===== config.mk =====
export PLATFORM = sky130hd
export DESIGN_NAME = sub32_serial_flat
export DESIGN_NICKNAME = d
export VERILOG_FILES = /design/src/rtl/sub32_serial_pkg.sv /design/src/rtl/sub32_serial_if.sv /design/src/rtl/sub32_serial_digit.sv /design/src/rtl/sub32_serial.sv /design/src/flat_wrapper.sv
export SDC_FILE = /design/constraint.sdc
export NUM_CORES = 1
export LEC_CHECK = 0
export BUFFER_PORTS_ARGS = -buffer_cell sky130_fd_sc_hd__buf_2
export CAP_MARGIN = 40
export CELL_PAD_IN_SITES_DETAIL_PLACEMENT = 0
export CELL_PAD_IN_SITES_GLOBAL_PLACEMENT = 1
export CORE_ASPECT_RATIO = 2
export CORE_UTILIZATION = 40
export CTS_BUF_LIST = sky130_fd_sc_hd__clkbuf_4
export DETAILED_ROUTE_END_ITERATION = 10
export PLACE_DENSITY_LB_ADDON = 0.1
export REMOVE_ABC_BUFFERS = 1
export SYNTH_ARGS = -nofsm -noshare
export SYNTH_HDL_FRONTEND = slang
export SYNTH_SLANG_ARGS = --single-unit

===== constraint.sdc =====
create_clock -name clk -period 3.7 [get_ports clk]
set_input_delay 0.37 -clock clk [delete_from_list [all_inputs] [get_ports clk]]
set_output_delay 0.37 -clock clk [all_outputs]
set_load 0.05 [all_outputs]

===== src/rtl/sub32_serial_pkg.sv =====
// Shared types, default sizes and sizing helpers for the digit-serial subtractor.
// The optional signed-overflow output is enabled with the macro SUB32_SERIAL_OVF_EN.
package sub32_serial_pkg;

  typedef enum logic [1:0] {
    IDLE = 2'd0,
    BUSY = 2'd1,
    DONE = 2'd2
  } state_t;

  localparam int DEF_WIDTH = 32;
  localparam int DEF_DIGIT = 8;

  function automatic int calc_ndig(input int width, input int digit);
    return width / digit;
  endfunction

  // A single-slice build still needs a one-bit counter.
  function automatic int calc_cnt_w(input int ndig);
    return (ndig > 1) ? $clog2(ndig) : 1;
  endfunction

endpackage


===== src/rtl/sub32_serial_if.sv =====
// Operand/result handshake bundle for sub32_serial; ovf exists only when
// SUB32_SERIAL_OVF_EN is defined.
interface sub32_serial_if
  import sub32_serial_pkg::*;
#(
  parameter int WIDTH = DEF_WIDTH
) ();

  logic             in_valid;
  logic             in_ready;
  logic [WIDTH-1:0] in1;
  logic [WIDTH-1:0] in2;
  logic             bin;
  logic             out_valid;
  logic             out_ready;
  logic [WIDTH-1:0] diff;
  logic             bout;
`ifdef SUB32_SERIAL_OVF_EN
  logic             ovf;
`endif

  modport slave (
    input  in_valid, in1, in2, bin, out_ready,
`ifdef SUB32_SERIAL_OVF_EN
    output ovf,
`endif
    output in_ready, out_valid, diff, bout
  );

  modport master (
    output in_valid, in1, in2, bin, out_ready,
`ifdef SUB32_SERIAL_OVF_EN
    input  ovf,
`endif
    input  in_ready, out_valid, diff, bout
  );

endinterface


===== src/rtl/sub32_serial_digit.sv =====
// One DIGIT-wide subtract slice: {o_bout, o_d} = i_a - i_b - i_bin.
module sub32_digit #(
  parameter int DIGIT = 8
) (
  input  logic [DIGIT-1:0] i_a,
  input  logic [DIGIT-1:0] i_b,
  input  logic             i_bin,
  output logic [DIGIT-1:0] o_d,
  output logic             o_bout
);

  logic [DIGIT:0] w_res;

  // The extra top bit goes to 1 exactly when the slice has to borrow.
  assign w_res  = {1'b0, i_a} - {1'b0, i_b} - {{DIGIT{1'b0}}, i_bin};
  assign o_d    = w_res[DIGIT-1:0];
  assign o_bout = w_res[DIGIT];

endmodule


===== src/rtl/sub32_serial.sv =====
// Digit-serial WIDTH-bit subtractor with borrow-in/out, LSB slice first.
// Define SUB32_SERIAL_OVF_EN to add the registered signed-overflow flag ovf.
module sub32_serial
  import sub32_serial_pkg::*;
#(
  parameter int WIDTH = DEF_WIDTH,
  parameter int DIGIT = DEF_DIGIT
) (
  input  logic           clk,
  input  logic           rst_n,
  sub32_serial_if.slave  bus
);

  localparam int              NDIG  = calc_ndig(WIDTH, DIGIT);
  localparam int              CNT_W = calc_cnt_w(NDIG);
  localparam logic [CNT_W-1:0] LAST = CNT_W'(NDIG - 1);

  state_t             r_state;
  state_t             w_next;
  logic [WIDTH-1:0]   r_a;
  logic [WIDTH-1:0]   r_b;
  logic [WIDTH-1:0]   r_diff;
  logic [CNT_W-1:0]   r_cnt;
  logic               r_borrow;
  logic               r_bout;
  logic               w_in_ready;
  logic               w_out_valid;
  logic               w_accept;
  logic               w_last;
  logic [DIGIT-1:0]   w_a_dig;
  logic [DIGIT-1:0]   w_b_dig;
  logic [DIGIT-1:0]   w_d;
  logic               w_bout;

  assign w_a_dig  = r_a[int'(r_cnt) * DIGIT +: DIGIT];
  assign w_b_dig  = r_b[int'(r_cnt) * DIGIT +: DIGIT];
  assign w_last   = (r_cnt == LAST);
  assign w_accept = bus.in_valid && w_in_ready;

  sub32_digit #(.DIGIT(DIGIT)) u_digit (
    .i_a    (w_a_dig),
    .i_b    (w_b_dig),
    .i_bin  (r_borrow),
    .o_d    (w_d),
    .o_bout (w_bout)
  );

  // NOTE: sequential state uses non-blocking assignments so every register
  // samples pre-edge values, independent of block ordering.
  always_ff @(posedge clk or negedge rst_n) begin
    if (!rst_n) r_state <= IDLE;
    else        r_state <= w_next;
  end

  // NOTE: every output of this block gets a default first, so no path can
  // leave one unassigned and infer a latch.
  always_comb begin
    w_next      = r_state;
    w_in_ready  = 1'b0;
    w_out_valid = 1'b0;
    case (r_state)
      IDLE: begin
        w_in_ready = 1'b1;
        if (bus.in_valid) w_next = BUSY;
      end
      BUSY: if (w_last) w_next = DONE;
      DONE: begin
        w_out_valid = 1'b1;
        if (bus.out_ready) w_next = IDLE;
      end
      default: w_next = IDLE;
    endcase
  end

  always_ff @(posedge clk or negedge rst_n) begin
    if (!rst_n) begin
      r_a      <= '0;
      r_b      <= '0;
      r_diff   <= '0;
      r_cnt    <= '0;
      r_borrow <= 1'b0;
      r_bout   <= 1'b0;
    end else begin
      if (w_accept) begin
        r_a      <= bus.in1;
        r_b      <= bus.in2;
        r_borrow <= bus.bin;
        r_cnt    <= '0;
      end else if (r_state == BUSY) begin
        r_diff[int'(r_cnt) * DIGIT +: DIGIT] <= w_d;
        r_borrow <= w_bout;
        r_cnt    <= r_cnt + 1'b1;
        if (w_last) r_bout <= w_bout;
      end
    end
  end

`ifdef SUB32_SERIAL_OVF_EN
  logic r_ovf;
  logic w_msb_borrow_in;

  // The MSB difference bit is a ^ b ^ borrow-in, so the borrow into it is recoverable.
  assign w_msb_borrow_in = r_a[WIDTH-1] ^ r_b[WIDTH-1] ^ w_d[DIGIT-1];

  always_ff @(posedge clk or negedge rst_n) begin
    if (!rst_n)                           r_ovf <= 1'b0;
    else if (r_state == BUSY && w_last)   r_ovf <= w_msb_borrow_in ^ w_bout;
  end

  assign bus.ovf = r_ovf;
`endif

  assign bus.in_ready  = w_in_ready;
  assign bus.out_valid = w_out_valid;
  assign bus.diff      = r_diff;
  assign bus.bout      = r_bout;

endmodule

===== src/flat_wrapper.sv =====
// flat-port wrapper written by rule: the top's interface ports become plain ports
module sub32_serial_flat import sub32_serial_pkg::*;
#(
  parameter int WIDTH = DEF_WIDTH,
  parameter int DIGIT = DEF_DIGIT
)
  (clk, rst_n, bus_in_valid, bus_in1, bus_in2, bus_bin, bus_out_ready, bus_in_ready, bus_out_valid, bus_diff, bus_bout);
  sub32_serial_if #(.WIDTH(WIDTH)) bus_i ();
  input  logic clk;
  input  logic rst_n;
  input wire logic [$bits(bus_i.in_valid)-1:0] bus_in_valid;
  input wire logic [$bits(bus_i.in1)-1:0] bus_in1;
  input wire logic [$bits(bus_i.in2)-1:0] bus_in2;
  input wire logic [$bits(bus_i.bin)-1:0] bus_bin;
  input wire logic [$bits(bus_i.out_ready)-1:0] bus_out_ready;
  output wire logic [$bits(bus_i.in_ready)-1:0] bus_in_ready;
  output wire logic [$bits(bus_i.out_valid)-1:0] bus_out_valid;
  output wire logic [$bits(bus_i.diff)-1:0] bus_diff;
  output wire logic [$bits(bus_i.bout)-1:0] bus_bout;
  assign bus_i.in_valid = bus_in_valid;
  assign bus_i.in1 = bus_in1;
  assign bus_i.in2 = bus_in2;
  assign bus_i.bin = bus_bin;
  assign bus_i.out_ready = bus_out_ready;
  assign bus_in_ready = bus_i.in_ready;
  assign bus_out_valid = bus_i.out_valid;
  assign bus_diff = bus_i.diff;
  assign bus_bout = bus_i.bout;
  sub32_serial #(.WIDTH(WIDTH), .DIGIT(DIGIT)) u_core (.clk(clk), .rst_n(rst_n), .bus(bus_i));
endmodule

-- After elaboration in Yosys (flattened, before gate mapping)
Index checks and enable logic that the tools add are counted.
- flip-flop bits (word level): 102
- bits in latches: 0
- bits in writable memories: 0
- bits in read-only memories: 0
- output and inout bits: 35
- memories kept: 0
- $add $sub $neg: 4
- $mul: 0
- divide/modulo/power cells: 0
- $lt $le $gt $ge: 0
- equal/unequal tests: 6
- shifts and indexed selects: 4
- multiplexer cells: 11
- bitwise operators: 1
- reduce and logical (&&, ||, !) cells: 6
- operator list (cell ; count):
    indexed part select 32 x 6 -> 8 bit ; 2
    negation 5 -> 33 bit ; 1
    variable shift 8 x 33 -> 32 bit (first input constant) ; 1
    indexed part select 8 x 33 -> 32 bit ; 1
    bitwise mux 32 bit ; 1
    2-to-1 mux 2 bit ; 5
    subtractor 8 x 8 -> 9 bit ; 1
    subtractor 9 x 1 -> 9 bit ; 1
    case mux 2 bit (3 select lines) ; 1
    AND reduction 3 bit ; 2
    == test 2 bit (second input constant) ; 2
    2-to-1 mux 1 bit ; 4
    != test 2 bit (second input constant) ; 2
    adder 2 x 1 -> 2 bit (second input constant) ; 1
    == test 2 x 1 -> 1 bit (second input constant) ; 1
    zero test 2 bit ; 1
    != test 2 x 1 -> 1 bit (second input constant) ; 1
    AND reduction 2 bit ; 1
    nonzero test 2 bit ; 1
    logical AND 1 bit ; 1
    inverter 1 bit ; 1

-- Depth between registers and ports, before layout
- depth in word-level cells: 5
- gate-level depth with buffers: 11
- depth with buffers taken out: 9

-- Hierarchy
Synthesis repeated with hierarchy kept, for this count alone.
- cells, all modules: 371
- area total of the unflattened synthesis: 5137.4 µm²
- modules (own cells, without submodules) (module ; times used ; cells an instance ; area each (µm²) ; seq. area each (µm²)):
    sub32_serial ; 1 ; 295 ; 4583.1 ; 2552.4
    sub32_digit ; 1 ; 76 ; 554.3 ; 0.0

-- Worst setup path before layout
No wires, ideal clock.
- path type: reg-to-reg
- start point: reg u_core.r_cnt[0]
- end point: reg u_core.r_bout (netlist: u_core.bus.bout)
- arrival time: 2945 ps
- data required time: 3576 ps
- path slack: 631 ps
- cell stages (with the launch flop): 12
- path buffers: 2
- clock period less this slack: 3069 ps
- path through: dfrtp_1 > clkbuf_1 > buf_2 > mux4_1 > inv_1 > fa_1 > inv_1 > fa_1 > a21boi_1 > o221ai_2 > and3_1 > a211o_1
- word-level cells in the longest chain between the ends: 3
- elaborated cells between the ends (all ways): 6
- classes of those cells: 2 x add/sub; 1 x eq/ne; 2 x shift; 1 x reduce/logical
- RTL lines (item ; RTL line ; RTL):
    start: declaration ; sub32_serial.sv:23 ; logic [CNT_W-1:0] r_cnt;
    start signal: assignment ; sub32_serial.sv:92 ; r_cnt <= r_cnt + 1'b1;
    indexed part select 32 x 6 -> 8 bit (on tied branches) ; sub32_serial.sv:35, sub32_serial.sv:36 ;
    subtractor 8 x 8 -> 9 bit ; sub32_serial_digit.sv:15 ; assign w_res = {1'b0, i_a} - {1'b0, i_b} - {{DIGIT{1'b0}}, i_bin};
    subtractor 9 x 1 -> 9 bit ; sub32_serial_digit.sv:15 ;
    end signal: assignment ; sub32_serial.sv:93 ; if (w_last) r_bout <= w_bout;
    end: declaration ; sub32_serial.sv:25 ; logic r_bout;
Parallel ways exist; a longest one is shown, timed or not.
A chain may end at the register's enable or synchronous reset.

-- Final worst setup path
- start point: reg u_core.r_cnt[0]
- end point: reg u_core.r_diff[4] (netlist: u_core.bus.diff[4])
- word-level cells in the longest chain between the ends: 5
- elaborated cells between the ends (all ways): 8
- classes of those cells: 3 x add/sub; 4 x shift; 1 x mux
- RTL lines (item ; RTL line ; RTL):
    indexed part select 32 x 6 -> 8 bit (on tied branches) ; sub32_serial.sv:35, sub32_serial.sv:36 ;
    subtractor 8 x 8 -> 9 bit ; sub32_serial_digit.sv:15 ;
    subtractor 9 x 1 -> 9 bit ; sub32_serial_digit.sv:15 ;
    indexed part select 8 x 33 -> 32 bit ; sub32_serial.sv:90 ; r_diff[int'(r_cnt) * DIGIT +: DIGIT] <= w_d;
    bitwise mux 32 bit (*) ; sub32_serial.sv:90 ;
    end signal: indexed assignment ; sub32_serial.sv:90 ;
    end: declaration ; sub32_serial.sv:22 ; logic [WIDTH-1:0] r_diff;
Mark *: on every way between the ends. The rest lies on a longest branch, timed or not.

==> tab_implementation.tex <==
\begin{tabular}{lr}
\hline
Metric & Value \\
\hline
\multicolumn{2}{l}{\textbf{Yosys}} \\
\quad Number of distinct standard cells referenced by the synthesized netlist & 48 \\
\quad Share of synthesized area occupied by flip-flops and latches & 0.509 \\
\quad Most area-hungry cell type in the Yosys netlist & dfrtp\_1 \\
\quad Yosys warning total & 0 \\
\quad Most frequent cells after synthesis & 225 x nand2\_1, 102 x dfrtp\_1, 27 x inv\_1, 18 x ha\_1, 13 x o21ai\_0 \\
\quad FF+latch count, synth & 102 \\
\quad Proportion of netlist area held by the largest area contributor & 0.509 \\
\quad Netlist area before placement & 5020 um2 \\
\quad Top flip-flop cell by instance count after synthesis & dfrtp\_1 \\
\quad Post-Syn Instances & 509 \\
\quad Average size of a mapped cell & 9.85 um2 \\
\quad EDFF count, synth & 0 \\
\quad Most numerous cell in the Yosys netlist & nand2\_1 \\
\quad Synth top area cells & dfrtp\_1 51\%, nand2\_1 17\%, mux4\_2 5.4\% \\
\quad Ys async rst share & 1.00 \\
\multicolumn{2}{l}{\textbf{Route}} \\
\quad First-pass DRT Iterations & 4 \\
\quad Violation count after the first detailed-routing iteration & 182 \\
\quad \# DRC & 0 \\
\quad Number of nets still failing antenna checks after routing & 0 \\
\quad Final routed wirelength across all metal layers & 11600 um \\
\quad Average detailed-routed wire length per instance & 15.2 um \\
\quad Total via count in the routed design & 3829 \\
\quad Drt via density & 5.01 \\
\multicolumn{2}{l}{\textbf{Critical path}} \\
\quad Cell with the largest stage delay on the worst path & mux4\_1 \\
\quad Critical path fanouts, max & 6 \\
\quad Critical path required time & 4110 ps \\
\quad Critical Path AT & 3570 ps \\
\quad Crit-path max cell delay & 590 ps \\
\quad Register-to-Register Setup Slack & 540 ps \\
\quad Crit Path Category & reg2reg \\
\quad Kind of capture point of the worst setup path & register \\
\quad Top delay family on crit path & adder cells \\
\quad Endpoint of the worst register-to-register path & u\_core.bus.diff[4] \\
\quad Startpoint of the most critical register-to-register path & u\_core.r\_cnt[0] \\
\quad Combined buffer and inverter count along the critical path & 2 \\
\quad Length in cells of the worst reg-to-reg path & 9 \\
\quad Ordered cell list for the critical path & mux4\_1 > inv\_1 > fa\_1 > inv\_1 > fa\_1 > a21boi\_1 > nor2\_1 > xnor2\_1 > a22o\_1 \\
\quad Launching element type of the critical path & register \\
\multicolumn{2}{l}{\textbf{Timing}} \\
\quad Post-route worst hold slack & 72.8 ps \\
\quad Number of pins exceeding their max-slew limit in the final report & 0 \\
\quad Setup violations, final & 0 \\
\quad Part of the cycle the worst path needs & 0.853 \\
\quad Relative slew slack & 0.499 \\
\quad Worst path setup slack after routing & 544 ps \\
\quad Slew at the pin with the worst max-slew slack & 746 ps \\
\quad Time the worst path needs with I/O delays and setup & 3160 ps \\
\quad Final Skew & 21.4 ps \\
\quad Hold Vio Cnt, Final & 0 \\
\quad Upper clock frequency limit & 317 MHz \\
\quad Unrepaired setup endpoints after global routing & false \\
\multicolumn{2}{l}{\textbf{Cells and area}} \\
\quad Number of standard cells in the layout, taps in and fillers out & 764 \\
\quad NumNets Final & 700 \\
\quad Final core utilization & 0.479 \\
\quad Area growth from synthesis to final layout & 16.5\% \\
\quad Layout cell share with drive strength beyond 1 & 0.245 \\
\multicolumn{2}{l}{\textbf{Placement}} \\
\quad Port Buf Inserts & 103 \\
\quad Worst slack at placement & 487 ps \\
\quad Cell count after placement & 746 \\
\quad Detail Placement HPWL & 8830 um \\
\quad Final weighted congestion in routability-driven placement & 0.795 \\
\multicolumn{2}{l}{\textbf{Min path}} \\
\quad Hold-critical path depth & 3 \\
\quad Class of the worst hold path & in2reg \\
\quad Hold path start & bus\_in1[12] \\
\quad Hold path endpoint & u\_core.r\_a[12] \\
\multicolumn{2}{l}{\textbf{Clock tree}} \\
\quad Clock net sink count & 102 \\
\quad Number of gates resized after CTS & 0 \\
\quad Worst-Skew Late Latency & 470 ps \\
\quad Post-CTS clock slew at the launch and capture registers of the worst setup and hold paths & 160 ps \\
\quad Inserted Clock Buffers & 9 \\
\quad H-tree level count & 3 \\
\quad Hold Buf Count CTS & 1 \\
\quad CTS tree & built \\
\quad Clock root buffer & clkbuf\_4 \\
\quad CTS max path bufs & 2 \\
\quad Setup bufs post-CTS & 0 \\
\multicolumn{2}{l}{\textbf{Floorplan}} \\
\quad Number of standard-cell rows in the floorplan & 57 \\
\quad Die Width & 81.2 um \\
\quad Initial cell density of the core & 0.411 \\
\quad DIE AREA & 13000 um2 \\
\quad Die height & 160 um \\
\quad Std-Cell Core Area & 12200 um2 \\
\quad Number of I/O pins & 104 \\
\multicolumn{2}{l}{\textbf{Run}} \\
\quad \# Max-Cap Violations & 0 \\
\multicolumn{2}{l}{\textbf{Global route}} \\
\quad Via count of the first global-routing pass & 4018 \\
\quad Gr ovfl total & 0 \\
\quad Initial antenna violation count & 1 \\
\quad Wire length of the first global-routing pass & 19500 um \\
\quad Pin count of the biggest net entering global routing & 68 \\
\quad Global-route usage over all layers & 0.198 \\
\multicolumn{2}{l}{\textbf{Run status}} \\
\quad Result of the run & finished clean \\
\hline
\end{tabular}
-- worst max path at each step --
stage                      startpoint                   to  slack [ps]  depth (start not counted)
global route          u_core.r_cnt[0]  u_core.bus.diff[21]         340                          9
floorplan           u_core.r_state[0]      u_core.r_borrow        -920                          4
finish                u_core.r_cnt[0]   u_core.bus.diff[4]         540                          9
global placement      u_core.r_cnt[0]   u_core.bus.diff[4]         620                          9
detailed placement    u_core.r_cnt[0]   u_core.bus.diff[4]         490                          9
CTS                   u_core.r_cnt[0]   u_core.bus.diff[4]         480                          9
-- registers in the layout, summed over array words and instances (netlist names) --
signal / cells
u_core.bus.diff: 32
u_core.r_cnt: 2
u_core.r_a: 32
u_core.r_b: 32
u_core.r_borrow: 1
u_core.bus.bout: 1
u_core.r_state: 2
-- worst register-to-register path, cell delays in order (launching register included) --
cell,delay (ps)
dfrtp_1,580
mux4_1,590
inv_1,100
fa_1,260
inv_1,90
fa_1,450
a21boi_1,300
nor2_1,90
xnor2_1,450
a22o_1,210
-- kinds of logic (layout without fill, tap and decap cells) --
kind of cell,Yosys count,after routing,share of synthesized area
AOI/OAI and AO/OA,59,59,0.0928
xor gates and xnor gates,4,4,0.00699
adders and majority gates,20,20,0.0529
buffers and inverters,47,154,0.0394
DFF,102,102,0.509
muxes,17,17,0.0786
other,0,1,0
and+or+nand+nor,260,260,0.221
-- stage by stage --
step	cell area (um2)	TNS, ps
CTS	5840	0
floorplan	4920	-49180
global route	5840	0
detailed placement	5690	0
global placement	5690	0
finish	5840	0
-- cell type report --
cell class	count	area [um2]
flip-flops and latches	102	2550
well taps	147	184
repair buffers	111	593
clock buffers	10	75.1
multi-input cells	360	2270
clock inverters	6	62.6
inverters	27	101
fillers	1220	6350
diodes	1	2.50
-- layer usage --
metal	vias to the layer above	routed length [um]	global-route usage
met5	-	0	0
met1	1815	4580	0.224
met4	0	306	0.0836
met2	92	6370	0.358
li1	1900	-	-
met3	22	363	0.0290
-- cells in the final DEF, fill, tap and decap left out, types with 3 or more instances in the layout --
cell type,instances
o2111ai_1,4
nor3_1,3
xor2_1,3
a21oi_1,4
o21ai_1,4
nand2b_1,6
nand3b_4,3
mux4_2,12
o211ai_1,4
nor2_1,4
dfrtp_1,102
nand3_1,5
o31ai_1,5
mux4_1,3
clkbuf_4,10
nand2_1,224
buf_4,7
buf_2,102
or3_1,4
o21ai_0,13
ha_1,18
a22o_1,12
inv_1,27
Power is left out: the tool's default activity adds up to more than one toggle a clock period on the data nets, which glitch-free logic cannot reach.
